File: config.mk
export PLATFORM = sky130hd
export DESIGN_NAME = mat_operand_loader
export DESIGN_NICKNAME = d
export VERILOG_FILES = /design/src/rtl/mat_operand_loader_pkg.sv /design/src/rtl/mat_operand_loader.sv
export SDC_FILE = /design/constraint.sdc
export NUM_CORES = 1
export LEC_CHECK = 0
export CORE_AREA = 2 2 420 422
export CTS_CLUSTER_DIAMETER = 80
export DETAILED_ROUTE_END_ITERATION = 10
export DIE_AREA = 0 0 422 424
export HOLD_SLACK_MARGIN = 0.03
export PLACE_DENSITY = 0.54
export SLEW_MARGIN = 20
export SYNTH_ARGS = -nofsm -noshare
export SYNTH_HDL_FRONTEND = slang
export SYNTH_SLANG_ARGS = --single-unit
File: constraint.sdc
create_clock -name clk -period 2.55 [get_ports clk]
set_input_delay 0.3825 -clock clk [delete_from_list [all_inputs] [get_ports clk]]
set_output_delay 0.3825 -clock clk [all_outputs]
set_load 0.02 [all_outputs]
File: src/rtl/mat_operand_loader_pkg.sv
// Shared types and sizing helpers for the matrix operand loader and its downstream tracker.
package mat_operand_loader_pkg;

    // Loader state encoding, also decoded by the downstream latency tracker.
    typedef enum logic [1:0] {
        ST_LOAD_LHS = 2'd0,
        ST_LOAD_RHS = 2'd1,
        ST_HOLD     = 2'd2,
        ST_DRAIN    = 2'd3
    } load_state_e;

    function automatic int unsigned elem_width(input int unsigned exp_w, input int unsigned frac_w);
        return 1 + exp_w + frac_w;
    endfunction

    function automatic int unsigned mat_width(input int unsigned rows, input int unsigned cols,
                                              input int unsigned w);
        return rows * cols * w;
    endfunction

    // Counter width covering both operand sizes; never narrower than one bit.
    function automatic int unsigned idx_width(input int unsigned a, input int unsigned b);
        int unsigned m;
        m = (a > b) ? a : b;
        return (m <= 1) ? 1 : $clog2(m);
    endfunction

endpackage

File: src/rtl/mat_operand_loader.sv
// Element-serial feeder for mat_mul: fills LHS then RHS row-major and holds both until released.
module mat_operand_loader
    import mat_operand_loader_pkg::*;
#(
    parameter int unsigned EXP_WIDTH  = 8,
    parameter int unsigned FRAC_WIDTH = 23,
    parameter int unsigned BIAS       = 127,
    parameter int unsigned I          = 4,
    parameter int unsigned J          = 4,
    parameter int unsigned K          = 4
) (
    input  logic                                                         clk,
    input  logic                                                         rst_n,
    input  logic                                                         in_valid,
    output logic                                                         in_ready,
    input  logic [elem_width(EXP_WIDTH, FRAC_WIDTH)-1:0]                 in_data,
    input  logic                                                         in_last,
    output logic [mat_width(I, J, elem_width(EXP_WIDTH, FRAC_WIDTH))-1:0] lhs,
    output logic [mat_width(J, K, elem_width(EXP_WIDTH, FRAC_WIDTH))-1:0] rhs,
    output logic                                                         out_valid,
    input  logic                                                         out_ready,
    output logic                                                         frame_err
);

    localparam int unsigned W     = elem_width(EXP_WIDTH, FRAC_WIDTH);
    localparam int unsigned N_LHS = I * J;
    localparam int unsigned N_RHS = J * K;
    localparam int unsigned IDX_W = idx_width(N_LHS, N_RHS);

    localparam logic [IDX_W-1:0] LHS_LAST = IDX_W'(N_LHS - 1);
    localparam logic [IDX_W-1:0] RHS_LAST = IDX_W'(N_RHS - 1);

    // Bias only travels with the format parameters; nothing here does exponent arithmetic.
    if (BIAS == 0) begin : g_unbiased_format
    end

    load_state_e      state;
    logic [IDX_W-1:0] idx;
    logic             accept_c;

    assign accept_c = in_valid & in_ready;

    // Row-major flat index equals r*cols + c, so idx addresses the element slot directly.
    always_ff @(posedge clk or negedge rst_n) begin
        if (!rst_n) begin
            state     <= ST_LOAD_LHS;
            idx       <= '0;
            lhs       <= '0;
            rhs       <= '0;
            out_valid <= 1'b0;
            in_ready  <= 1'b0;
            frame_err <= 1'b0;
        end else begin
            frame_err <= 1'b0;
            case (state)
                ST_LOAD_LHS: begin
                    in_ready <= 1'b1;
                    if (accept_c) begin
                        if (in_last) begin
                            frame_err <= 1'b1;
                            idx       <= '0;
                        end else begin
                            lhs[int'(idx) * W +: W] <= in_data;
                            if (idx == LHS_LAST) begin
                                idx   <= '0;
                                state <= ST_LOAD_RHS;
                            end else begin
                                idx <= idx + IDX_W'(1);
                            end
                        end
                    end
                end
                ST_LOAD_RHS: begin
                    in_ready <= 1'b1;
                    if (accept_c) begin
                        if (idx == RHS_LAST) begin
                            rhs[int'(idx) * W +: W] <= in_data;
                            idx <= '0;
                            if (in_last) begin
                                state     <= ST_HOLD;
                                out_valid <= 1'b1;
                                in_ready  <= 1'b0;
                            end else begin
                                state     <= ST_DRAIN;
                                frame_err <= 1'b1;
                            end
                        end else if (in_last) begin
                            frame_err <= 1'b1;
                            idx       <= '0;
                            state     <= ST_LOAD_LHS;
                        end else begin
                            rhs[int'(idx) * W +: W] <= in_data;
                            idx <= idx + IDX_W'(1);
                        end
                    end
                end
                ST_HOLD: begin
                    in_ready <= 1'b0;
                    if (out_ready) begin
                        out_valid <= 1'b0;
                        in_ready  <= 1'b1;
                        idx       <= '0;
                        state     <= ST_LOAD_LHS;
                    end
                end
                ST_DRAIN: begin
                    in_ready <= 1'b1;
                    if (accept_c && in_last) begin
                        idx   <= '0;
                        state <= ST_LOAD_LHS;
                    end
                end
                default: begin
                    in_ready  <= 1'b0;
                    out_valid <= 1'b0;
                    idx       <= '0;
                    state     <= ST_LOAD_LHS;
                end
            endcase
        end
    end

endmodule

==> out/metrics.yaml, run 1 <==
logic_synthesis:
  async_reset_ff_share_pct: 100.0
  yosys-top-cells-area: "dfrtp_1 65%, mux2_2 20%, nand2_1 3.5%"
  synth-edff-count: 0
  synth_cell_types: 46
  synth-main-ff-cell: "dfrtp_1"
  synth_top_area_share_pct: 64.93
  syn_area_um2: 39810
  synth_area_leader_cell: "dfrtp_1"
  synth.net_count: 2979
  synth_common_cells: "1033 x dfrtp_1, 691 x mux2_2, 370 x nand2_1"
  avgSynthCellArea_um2: 13.58
  ys_ff_latch: 1033
  synth.most_common_cell: "dfrtp_1"
  ys_seq_area_share_pct: 64.93
  yosys_warnings: 0
  syn_inst: 2931
floorplan:
  rows: 154
  start_util_pct: 22.75
  die_h_um: 424
  coreArea_um2: 175000
  io_pins: 1064
  die_area_um2: 178900
  die_w_um: 422
placed_design:
  port_buffers: 1063
  hpwl_um: 137600
  gp_congestion: 0.8514
  dpl_cell_area_um2: 56100
  pre_cts_ws_ps: -194.7
clock_network:
  root_buffer: "clkbuf_16"
  cts_max_path_buffers: 3
  cts_tree: "built"
  cts_sinks: 1033
  path_clk_slew_ps: 60
  clk_latency_ps: 780
  cts_buffers: 119
  cts_htree_levels: 3
sta:
  drv_slew: 0
  whs_ps: 276.8
  hold_viol_final: 0
  clock_skew_ps: 32.44
  rsz0062_at_grt: "yes"
  worst_pin_slew_ps: 756.4
  timing.final.ws_setup_ps: 43.16
  max_freq_ghz: 0.3989
  maxSlewHeadroom_pct: 49.58
  period_needed_ps: 2507
  setup_viol: 0
  final.period_utilization_pct: 98.31
route:
  drt-total-wl_um: 184900
  wl_per_cell_um: 27.66
  dr.pass1.iters: 5
  drc: 0
  final_antenna_net_count: 0
  num_vias: 29170
  drt_iter0_drc: 1787
  vias_per_cell: 4.362
global_routing:
  grt_use_total_pct: 20.03
  grt_max_degree: 71
  overflow: 0
  grt_antenna_before_repair: 9
  grt_pass1_vias: 29860
  grt_pass1_wl_um: 251100
worst_setup_path:
  cp.buffers_inverters: 4
  cp_cell_sequence: "ha_4, nand3_4, ha_4, and4b_2, buf_6, nand2_4, nor4_4, buf_6, buf_12, buf_6, mux2_2"
  worstRegToRegCells: 11
  critPathKind: "flop to flop"
  critPathTopFamily: "simple AND/OR/NAND/NOR gates"
  crit_arrival_ps: 3150
  crit_path_top_delay_cell: "dfrtp_2"
  cp_common_cell: "buf_6"
  startpoint_type: "flop"
  worstSetupEndpointType: "flop"
  slowest_delay_ps: 440
  crit_path_max_fanout: 5
  cp.required_ps: 3190
  cp.depth: 11
layout:
  utilization_pct: 34.72
  nFillCells: 17390
  syn_to_final_growth_pct: 52.57
  final_area_um2: 60740
  layout-drive-gt1-share_pct: 28.72
  nNetsFinal: 4284
hold_path:
  hold_class: "input pin to flop"
  min_path_cells: 3
flow_run:
  maxCapViolCount: 0
pwr:
  peakVddDrop_uv: 571.7
  cellPowerDensity_nw_per_um2: 712.2
  leakagePower_nw: 28.52
  p_total_mw: 43.26
outcome:
  status: "finished clean"
==> stage by stage <==
stage          std cells  TNS [ps]
2_1_floorplan       2931         0
3_3_place_gp        6437    -47260
3_5_place_dp        6437    -47340
4_1_cts             6665    -266.5
5_1_grt             6680    -714.4
6_report            6686         0
==> power by group <==
group / internal (mW) / total (mW) / switching (mW)
Sequential: 17.0 / 17.3 / 0.316
Combinational: 2.88 / 7.83 / 4.96
Clock: 10.8 / 18.1 / 7.33
Total: 30.7 / 43.3 / 12.6
==> routing by layer <==
layer,global-route usage (%),share of wire (%),vias to the layer above,routed length (µm)
li1,-,-,12700,-
met1,23.82,40,15260,74350
met2,34.40,50,930,92190
met3,4.742,5.6,274,10370
met4,8.679,4.3,2,7983
met5,0,0.0070,-,13
==> logic make-up (layout without fill, tap and decap cells) <==
| kind of cell | after synthesis | count (layout) | synth area share [%] |
|---|---|---|---|
| flops | 1033 | 1033 | 64.93 |
| mux | 771 | 771 | 21.60 |
| simple gates | 585 | 585 | 6.616 |
| compound gates | 289 | 289 | 3.932 |
| buf+inv | 241 | 1648 | 2.549 |
| fa+ha+maj | 11 | 11 | 0.3457 |
| xor+xnor | 1 | 1 | 0.02200 |
| other cells | 0 | 8 | 0 |
==> final timing paths <==
| path | startpoint | to | slack (ps) |
|---|---|---|---|
| worst min-delay path | out_ready | in_ready | 280 |
| worst min register to register | rhs[502] | rhs[502] | 470 |
| max in group asynchronous | rst_n | lhs[151] | 1290 |
| min in group asynchronous | rst_n | rhs[437] | 300 |
| worst max-delay path | idx[0] | rhs[411] | 40 |
| worst max register to register | idx[0] | rhs[411] | 40 |
==> area by class of cell <==
cell class	instances	area [µm²]	area share [%]
sequential	1033	25850	42.56
timing repair buffer	1352	14050	23.14
multi-input combinational	1657	13450	22.15
clock buffer	170	3483	5.735
tap	2340	2928	4.820
clock inverter	53	673.1	1.108
inverter	73	274.0	0.4511
antenna	8	20.02	0.03296
==> layout by cell type, fill, tap and decap left out, types with 5 or more instances in the layout <==
| master | Yosys | layout |
|---|---|---|
| inv_6 | 0 | 6 |
| mux2_2 | 691 | 681 |
| nor2_1 | 71 | 70 |
| nand3_1 | 13 | 7 |
| mux2_1 | 15 | 15 |
| o21ai_0 | 261 | 261 |
| clkbuf_16 | 0 | 126 |
| ha_4 | 0 | 5 |
| diode_2 | 0 | 8 |
| nand2_1 | 370 | 360 |
| o2111ai_4 | 0 | 9 |
| buf_6 | 0 | 10 |
| buf_12 | 0 | 86 |
| ha_1 | 11 | 6 |
| bufinv_16 | 0 | 13 |
| clkbuf_1 | 78 | 23 |
| mux2i_1 | 65 | 65 |
| and3_1 | 65 | 65 |
| clkbuf_8 | 0 | 25 |
| nand2_2 | 0 | 5 |
| inv_1 | 73 | 69 |
| clkdlybuf4s50_1 | 0 | 1062 |
| and2_1 | 35 | 34 |
| buf_4 | 1 | 185 |
| dfrtp_1 | 1033 | 1031 |
| clkinv_2 | 0 | 25 |
| mux2_4 | 0 | 10 |
| inv_8 | 0 | 5 |
| nand2_4 | 0 | 5 |
==> registers in the layout (all words and copies together), names as in the netlist <==
signal,count
lhs,512
rhs,512
idx,4
state,2
frame_err,1
in_ready,1
out_valid,1
==> worst register-to-register path: stages, from the launching register on <==
cell     delay [ps]
dfrtp_2         440
ha_4            170
nand3_4          90
ha_4            170
and4b_2         340
buf_6           120
nand2_4          60
nor4_4          150
buf_6           170
buf_12          180
buf_6           170
mux2_2          320
==> repair_timing <==
action                                  in CTS  in global routing
setup buffers                                3                  9
endpoints found under the setup margin     404                623
hold buffers                                 1                  0
pin swaps                                    1                  2
gates resized for setup                     11                 47
hold endpoints to repair                    37                  0
gates cloned                                 1                  4
Power figures use the tool's default switching activity.
==> inputs of run 2 (changes only) <==
--- a/config.mk
+++ b/config.mk
@@ -5,6 +5,7 @@
 export SDC_FILE = /design/constraint.sdc
 export NUM_CORES = 1
 export LEC_CHECK = 0
+export ABC_CLOCK_PERIOD_IN_PS = 2550
 export CORE_AREA = 2 2 420 422
 export CTS_CLUSTER_DIAMETER = 80
 export DETAILED_ROUTE_END_ITERATION = 10
==> results of run 2 <==
Final layout, timing and power as in run 1 (identical DEF).
